$ cat src/rtl/rf_pkg.sv
// ----------------------------------------------------------------------------
// rf_pkg
// Shared definitions for the scoreboarded register file:
//   - default DATA_WIDTH / ADDR_WIDTH constants
//   - write_port_t bundle {en, addr, data} sized with the defaults
//   - alias_addr(): the all-ones address that aliases the program counter
// ----------------------------------------------------------------------------
package rf_pkg;

    localparam int DATA_WIDTH = 32;
    localparam int ADDR_WIDTH = 4;

    typedef struct packed {
        logic                  en;
        logic [ADDR_WIDTH-1:0] addr;
        logic [DATA_WIDTH-1:0] data;
    } write_port_t;

    // The highest address of a 2**addr_width register space.
    function automatic int unsigned alias_addr(input int unsigned addr_width);
        return (32'd1 << addr_width) - 32'd1;
    endfunction

endpackage

$ cat src/rtl/rf_scoreboard.sv
// ----------------------------------------------------------------------------
// rf_scoreboard
// One busy bit per register, tracking loads that have been issued but not
// yet written back.
//   clock, reset_n            : clock, asynchronous active-low reset
//   reserve_en, reserve_addr  : load issued -> set busy at the edge
//   clear_en, clear_addr      : load writeback -> clear busy at the edge
//   read_addr                 : packed read addresses (NUM_READ ports)
//   read_busy                 : busy flag per read port
//   hazard_error              : sticky, reserve hit an already-busy register
// ----------------------------------------------------------------------------
module rf_scoreboard
    import rf_pkg::*;
#(
    parameter int ADDR_WIDTH = rf_pkg::ADDR_WIDTH,
    parameter int NUM_READ   = 3,
    parameter int PC_ALIAS   = 1,
    parameter int BYPASS     = 1
) (
    input  logic                         clock,
    input  logic                         reset_n,
    input  logic                         reserve_en,
    input  logic [ADDR_WIDTH-1:0]        reserve_addr,
    input  logic                         clear_en,
    input  logic [ADDR_WIDTH-1:0]        clear_addr,
    input  logic [NUM_READ*ADDR_WIDTH-1:0] read_addr,
    output logic [NUM_READ-1:0]          read_busy,
    output logic                         hazard_error
);

    localparam int          DEPTH     = 2 ** ADDR_WIDTH;
    localparam int unsigned ALIAS_INT = alias_addr(ADDR_WIDTH);
    localparam logic [ADDR_WIDTH-1:0] ALIAS = ALIAS_INT[ADDR_WIDTH-1:0];
    localparam bit          ALIAS_ON  = (PC_ALIAS != 0);
    localparam bit          BYPASS_ON = (BYPASS != 0);

    logic [DEPTH-1:0] busy;
    logic [DEPTH-1:0] busy_next;
    logic             reserve_valid;
    logic             hazard_set;

    // Reserves to the PC alias never reach the scoreboard, so that register
    // can never look busy or raise a hazard.
    assign reserve_valid = reserve_en && !(ALIAS_ON && (reserve_addr == ALIAS));

    // A reserve only conflicts if the register stays busy through this edge;
    // a writeback landing in the same cycle frees it first.
    assign hazard_set = reserve_valid && busy[reserve_addr]
                        && !(clear_en && (clear_addr == reserve_addr));

    // Clear first, then set, so a same-cycle reserve wins over the writeback.
    always_comb begin
        busy_next = busy;
        if (clear_en) begin
            busy_next[clear_addr] = 1'b0;
        end
        if (reserve_valid) begin
            busy_next[reserve_addr] = 1'b1;
        end
    end

    always_ff @(posedge clock or negedge reset_n) begin
        if (!reset_n) begin
            busy         <= '0;
            hazard_error <= 1'b0;
        end else begin
            busy <= busy_next;
            if (hazard_set) begin
                hazard_error <= 1'b1;
            end
        end
    end

    // With bypass, a writeback in flight already reads as not busy unless a
    // new load is being issued to the same register in the same cycle.
    always_comb begin
        logic [ADDR_WIDTH-1:0] ra;
        read_busy = '0;
        ra        = '0;
        for (int p = 0; p < NUM_READ; p++) begin
            ra = read_addr[p*ADDR_WIDTH +: ADDR_WIDTH];
            if (ALIAS_ON && (ra == ALIAS)) begin
                read_busy[p] = 1'b0;
            end else if (BYPASS_ON && clear_en && (clear_addr == ra)
                         && !(reserve_valid && (reserve_addr == ra))) begin
                read_busy[p] = 1'b0;
            end else begin
                read_busy[p] = busy[ra];
            end
        end
    end

endmodule

$ cat src/rtl/register_file_scoreboarded.sv
// ----------------------------------------------------------------------------
// register_file_scoreboarded
// Parametrised register file with two prioritised write ports, optional
// same-cycle bypass, a program-counter alias at the top address and a busy
// scoreboard for outstanding loads.
//   clock, reset_n             : clock, asynchronous active-low reset
//   read_addr / read_data      : NUM_READ packed combinational read ports
//   read_busy                  : busy flag per read port
//   program_counter            : value returned at the alias address
//   w0_en/w0_addr/w0_data      : ALU writeback (wins on address collision)
//   w1_en/w1_addr/w1_data      : load writeback, also clears busy
//   reserve_en/reserve_addr    : load issued, marks register busy
//   hazard_error               : sticky double-reserve indication
// ----------------------------------------------------------------------------
module register_file_scoreboarded
    import rf_pkg::*;
#(
    parameter int DATA_WIDTH = rf_pkg::DATA_WIDTH,
    parameter int ADDR_WIDTH = rf_pkg::ADDR_WIDTH,
    parameter int NUM_READ   = 3,
    parameter int PC_ALIAS   = 1,
    parameter int BYPASS     = 1
) (
    input  logic                           clock,
    input  logic                           reset_n,
    input  logic [NUM_READ*ADDR_WIDTH-1:0] read_addr,
    output logic [NUM_READ*DATA_WIDTH-1:0] read_data,
    output logic [NUM_READ-1:0]            read_busy,
    input  logic [DATA_WIDTH-1:0]          program_counter,
    input  logic                           w0_en,
    input  logic [ADDR_WIDTH-1:0]          w0_addr,
    input  logic [DATA_WIDTH-1:0]          w0_data,
    input  logic                           w1_en,
    input  logic [ADDR_WIDTH-1:0]          w1_addr,
    input  logic [DATA_WIDTH-1:0]          w1_data,
    input  logic                           reserve_en,
    input  logic [ADDR_WIDTH-1:0]          reserve_addr,
    output logic                           hazard_error
);

    localparam int          DEPTH       = 2 ** ADDR_WIDTH;
    localparam int unsigned ALIAS_INT   = alias_addr(ADDR_WIDTH);
    localparam logic [ADDR_WIDTH-1:0] ALIAS = ALIAS_INT[ADDR_WIDTH-1:0];
    localparam bit          ALIAS_ON    = (PC_ALIAS != 0);
    localparam bit          BYPASS_ON   = (BYPASS != 0);
    localparam int          STORE_DEPTH = ALIAS_ON ? DEPTH - 1 : DEPTH;

    logic [DATA_WIDTH-1:0] regs [STORE_DEPTH];
    logic                  w0_valid;
    logic                  w1_valid;

    // Writes to the PC alias are discarded; there is no storage behind it.
    assign w0_valid = w0_en && !(ALIAS_ON && (w0_addr == ALIAS));
    assign w1_valid = w1_en && !(ALIAS_ON && (w1_addr == ALIAS));

    // w0 is assigned last so it overrides w1 when both hit the same register.
    always_ff @(posedge clock or negedge reset_n) begin
        if (!reset_n) begin
            for (int i = 0; i < STORE_DEPTH; i++) begin
                regs[i] <= '0;
            end
        end else begin
            if (w1_valid) begin
                regs[w1_addr] <= w1_data;
            end
            if (w0_valid) begin
                regs[w0_addr] <= w0_data;
            end
        end
    end

    // Read mux: alias first, then bypass in write-port priority order,
    // then storage.
    always_comb begin
        logic [ADDR_WIDTH-1:0] ra;
        read_data = '0;
        ra        = '0;
        for (int p = 0; p < NUM_READ; p++) begin
            ra = read_addr[p*ADDR_WIDTH +: ADDR_WIDTH];
            if (ALIAS_ON && (ra == ALIAS)) begin
                read_data[p*DATA_WIDTH +: DATA_WIDTH] = program_counter;
            end else if (BYPASS_ON && w0_en && (w0_addr == ra)) begin
                read_data[p*DATA_WIDTH +: DATA_WIDTH] = w0_data;
            end else if (BYPASS_ON && w1_en && (w1_addr == ra)) begin
                read_data[p*DATA_WIDTH +: DATA_WIDTH] = w1_data;
            end else begin
                read_data[p*DATA_WIDTH +: DATA_WIDTH] = regs[ra];
            end
        end
    end

    rf_scoreboard #(
        .ADDR_WIDTH (ADDR_WIDTH),
        .NUM_READ   (NUM_READ),
        .PC_ALIAS   (PC_ALIAS),
        .BYPASS     (BYPASS)
    ) u_scoreboard (
        .clock        (clock),
        .reset_n      (reset_n),
        .reserve_en   (reserve_en),
        .reserve_addr (reserve_addr),
        .clear_en     (w1_en),
        .clear_addr   (w1_addr),
        .read_addr    (read_addr),
        .read_busy    (read_busy),
        .hazard_error (hazard_error)
    );

endmodule
$ cat config.mk
export PLATFORM = sky130hd
export DESIGN_NAME = register_file_scoreboarded
export DESIGN_NICKNAME = d
export VERILOG_FILES = /design/src/rtl/rf_pkg.sv /design/src/rtl/rf_scoreboard.sv /design/src/rtl/register_file_scoreboarded.sv
export SDC_FILE = /design/constraint.sdc
export NUM_CORES = 2
export LEC_CHECK = 0
export BUFFER_PORTS_ARGS = -buffer_cell sky130_fd_sc_hd__buf_2
export CAP_MARGIN = 20
export CORE_MARGIN = 2
export CORE_UTILIZATION = 63
export CTS_CLUSTER_SIZE = 20
export DETAILED_ROUTE_END_ITERATION = 10
export PLACE_DENSITY = 0.88
export SKIP_LAST_GASP = 1
export SYNTH_ARGS = -nofsm -noshare
export SYNTH_HDL_FRONTEND = slang
export SYNTH_SLANG_ARGS = --single-unit
$ cat constraint.sdc
create_clock -name clock -period 2.6 [get_ports clock]
set_input_delay 0.39 -clock clock [delete_from_list [all_inputs] [get_ports clock]]
set_output_delay 0.39 -clock clock [all_outputs]
set_load 0.02 [all_outputs]
==> impl_metrics.py, run 1 <==
metrics = {
    "run_status": {
        "outcome": "stopped before the end",
        "stop_stage": "global routing (5_1_grt)",
        "tool.error": "[ERROR GRT-0232] Routing congestion too high. Check the congestion heatmap in the GUI.",
    },
    "clock_network": {
        "cts.sink_count": 497,
        "cts_buffers": 54,
        "clockBufferDepth": 3,
        "htreeDepth": 2,
        "clockRootBuffer": "clkbuf_16",
    },
    "yosys": {
        "yosys-top-cells-area": "dfrtp_1, mux4_2, mux2i_1",
        "async_reset_ff_share_pct": 100,
        "synth_area_per_cell_um2": 9.84,
        "yosys_warnings": 0,
        "synth_top_area_share_pct": 32.5,
        "synth_commonest_cells": "mux2i_1, dfrtp_1, nor2_1, a21oi_1, clkbuf_1",
        "synth_cells": 3891,
        "synth_nets": 4016,
        "synth-seq-cells": 497,
        "yosysMostFrequentCell": "mux2i_1",
        "ys_seq_area_share_pct": 32.5,
        "synth-main-ff-cell": "dfrtp_1",
        "ys_types": 61,
        "yosysTopAreaCell": "dfrtp_1",
        "synth_edf_count": 0,
        "syn_area_um2": 38300,
    },
    "global_routing": {
        "grt_overflow": 20,
        "grt_max_degree": 79,
        "grt_usage_pct": 79.9,
    },
    "placed_design": {
        "gp_congestion": 1.03,
        "dp_hpwl_um": 102000,
        "io_buffers": 224,
    },
    "floorplan": {
        "rows": 90,
        "start_util_pct": 63.5,
        "die-width_um": 251,
        "die_y_um": 251,
        "pin_count": 225,
    },
    "sta": {
        "endpoint_type": "top-level output",
        "crit_endpoint": "read_data[62]",
    },
}
-- per-layer routing --
layer  overflow  global-route usage (%)
met4         10                    75.4
met5          0                    63.7
met3          0                    76.2
met1          3                    78.8
met2          7                    87.8
-- timing repair --
item	in CTS
hold buffers	1
cloned	3
gates resized for setup	352
endpoints found under the setup margin	99
pin swaps	186
setup buffers	153
endpoints found under the hold margin	43
-- through the flow --
step	util, %	std cells	area (um^2)	worst slack [ns]	hold WS [ns]
4_1_cts	79.0	5049	47600	-0.369	0.0822
3_3_place_gp	71.4	4803	43000	-0.379	0.364
2_1_floorplan	-	3891	38500	0.00312	0.0944
3_5_place_dp	71.4	4803	43000	-0.442	0.367
-- kinds of logic after synthesis --
family                 after synthesis  share of synthesized area (%)
AO/OA/AOI/OAI                      993                           16.3
XOR/XNOR                            40                          0.915
buffers and inverters              510                           5.80
flip-flops                         497                           32.5
multiplexers                       939                           34.1
AND/OR/NAND/NOR                    912                           10.4
==> inputs of run 2 (changes only) <==
--- a/config.mk
+++ b/config.mk
@@ -8,10 +8,9 @@
 export BUFFER_PORTS_ARGS = -buffer_cell sky130_fd_sc_hd__buf_2
 export CAP_MARGIN = 20
 export CORE_MARGIN = 2
-export CORE_UTILIZATION = 63
-export CTS_CLUSTER_SIZE = 20
+export CORE_UTILIZATION = 40
 export DETAILED_ROUTE_END_ITERATION = 10
-export PLACE_DENSITY = 0.88
+export PLACE_DENSITY_LB_ADDON = 0.15
 export SKIP_LAST_GASP = 1
 export SYNTH_ARGS = -nofsm -noshare
 export SYNTH_HDL_FRONTEND = slang
==> impl_metrics.py, run 2 <==
metrics = {
    "placed_design": {
        "place_inst": 5384,
        "gp_congestion": 0.918,
        "io_buffers": 224,
        "dp_hpwl_um": 115000,
    },
    "yosys": {
        "yosys_warnings": 0,
        "yosysTopAreaCell": "dfrtp_1",
        "async_reset_ff_share_pct": 100,
        "synth_nets": 4016,
        "yosys-top-cells-area": "dfrtp_1, mux4_2, mux2i_1",
        "synth_commonest_cells": "mux2i_1, dfrtp_1, nor2_1, a21oi_1, clkbuf_1",
        "synth-main-ff-cell": "dfrtp_1",
        "yosysMostFrequentCell": "mux2i_1",
        "synth_cells": 3891,
        "synth_edf_count": 0,
        "syn_area_um2": 38300,
        "synth-seq-cells": 497,
        "ys_types": 61,
        "synth_top_area_share_pct": 32.5,
        "synth_area_per_cell_um2": 9.84,
        "ys_seq_area_share_pct": 32.5,
    },
    "clock_network": {
        "cts_tree": "built",
        "clk-insertion-delay-late_ns": 0.62,
        "clk_pin_slew_ns": 0.06,
        "clockRootBuffer": "clkbuf_16",
        "cts_buffers": 66,
        "cts.sink_count": 497,
        "clockBufferDepth": 3,
        "htreeDepth": 3,
    },
    "route": {
        "route.met3.wl_um": 18100,
        "wl_per_cell_um": 31.3,
        "totalWireLength_um": 177000,
        "first_pass_iters": 5,
        "highest-signal-layer": "met4",
        "first_iter_violations": 4593,
        "viasPerCell": 6.48,
        "ant_nets": 0,
        "dr_total_vias": 36600,
        "met2WireLength_um": 78100,
        "wl_met1_um": 70800,
        "drc": 0,
    },
    "layout": {
        "top_register": "regs",
        "diodes": 0,
        "largestRegisters": "regs: 480 flops, u_scoreboard.busy: 16 flops, u_scoreboard.hazard_error: 1 flops",
        "stdcell_count": 5655,
        "largest_reg_flops": 480,
        "drive_above_1_share_pct": 34.9,
        "finalNetCount": 4464,
        "final_common_cell": "mux2i_1",
        "mostFrequentLayoutCells": "mux2i_1, buf_4, dfrtp_1, nor2_1, a21oi_1",
        "syn_to_final_growth_pct": 30.4,
    },
    "global_routing": {
        "grt_pass1_vias": 35500,
        "grt_pass1_wl_um": 256000,
        "grt_usage_pct": 35.5,
        "grt_max_degree": 75,
        "grt_antenna_before_repair": 2,
        "grt_overflow": 0,
    },
    "run_status": {
        "outcome": "finished with violations",
        "violations": "setup timing",
    },
    "critical_path": {
        "cp.arrival_ns": 2.63,
        "reg2reg_to": "u_scoreboard.hazard_error$_DFFE_PN0P_",
        "critical_path_required_ns": 2.21,
        "r2r_setup_slack_ns": 0.98,
        "crit_path_end": "read_data[62]",
        "cp_max_fo": 4,
        "reg2regPathDepth": 5,
        "setup.worst_path.class": "reg2out",
        "critPathLaunch": "regs[446]$_DFF_PN0_",
        "r2r_start": "u_scoreboard.busy[7]$_DFF_PN0_",
        "startpoint_type": "register",
        "end_kind": "output pin",
    },
    "sta": {
        "drv_slew": 0,
        "final-hold-violation-count": 0,
        "setup_viol": 99,
        "tightest_slew_ns": 0.750,
        "fin_ws_ns": -0.420,
        "fin_worst_skew_ns": 0.00462,
        "fin_crit_ns": 3.02,
        "period_share_pct": 116,
        "maxSlewHeadroom_pct": 50.0,
        "rsz0062_at_grt": "true",
        "setup_tns_ns": -13.67,
        "fmax_mhz": 331,
    },
    "floorplan": {
        "core-area_um2": 94900,
        "die-width_um": 313,
        "die_y_um": 313,
        "die_area_um2": 98200,
        "start_util_pct": 40.4,
        "rows": 113,
        "pin_count": 225,
    },
    "power_and_ir_drop": {
        "leakagePower_uw": 0.0205,
        "power-per-cell-area_nw_per_um2": 691,
        "ir_drop_mv": 0.450,
    },
    "min_path": {
        "hold_path.class": "in2reg",
    },
    "job": {
        "max-cap-violations": 0,
    },
}
run 2: kinds of logic after synthesis:
group / synth area share (%)
AOI/OAI and AO/OA: 16.3
muxes: 34.1
and+or+nand+nor: 10.4
buffers and inverters: 5.80
DFF: 32.5
xor gates and xnor gates: 0.915
run 2: layer usage:
metal,up-vias,global-route usage (%)
li1,15500,-
met1,18300,48.2
met2,2307,53.8
met3,525,8.06
met4,0,17.3
met5,-,0
run 2: power breakdown:
group	internal (uW)	total (uW)	switching, uW
combinational	6900	12800	5860
clock	5890	9800	3910
sequential	9710	11900	2210
total	22500	34500	12000
run 2: critical path, stage by stage, from the launching register on:
cell	delay [ns]
dfrtp_1	0.42
mux4_2	0.47
mux4_2	0.48
a221o_1	0.43
buf_6	0.18
run 2: final cells by class:
cell class	instances	area (um^2)
multi-input cells	2884	25300
inverters	15	56.3
fillers	8411	45000
clock buffers	91	1930
flip-flops and latches	497	12400
well taps	1265	1580
repair buffers	875	8250
clock inverters	28	338
run 2: through the flow:
step                      instance area, um^2  setup slack, ns  hold WS [ns]  power, uW  utilization, %
final                                   49900           -0.420         0.111      34500            52.6
after global routing                    49900           -0.435         0.117      35900            52.6
after detailed placement                44800           -0.588         0.355      22700            47.2
after global placement                  44800           -0.587         0.352      22600            47.2
after floorplan                         38500          0.00312        0.0944      18500               -
after CTS                               49300           -0.404        0.0682      33900            52.0
run 2: how the worst min path moves through the flow:
stage                     cells past startpoint  slack [ns]       start             endpoint
final                                         3        0.11  w0_data[5]  regs[293]$_DFF_PN0_
after global routing                          3        0.12  w0_data[5]  regs[229]$_DFF_PN0_
after CTS                                     3        0.07  w0_data[5]  regs[293]$_DFF_PN0_
after detailed placement                      1        0.36     reset_n  regs[121]$_DFF_PN0_
after global placement                        1        0.35     reset_n  regs[121]$_DFF_PN0_
after floorplan                               0        0.09     reset_n    regs[0]$_DFF_PN0_
run 2: repair_timing:
action / in CTS / in global routing
endpoints found under the setup margin: 99 / 99
pin swaps: 172 / 32
hold buffers: 1 / 0
buffers inserted: 124 / 37
gates resized for setup: 314 / 64
hold endpoints to repair: 38 / 0
cloned: 3 / 0
Note: power is estimated with default switching activity, not from simulation.
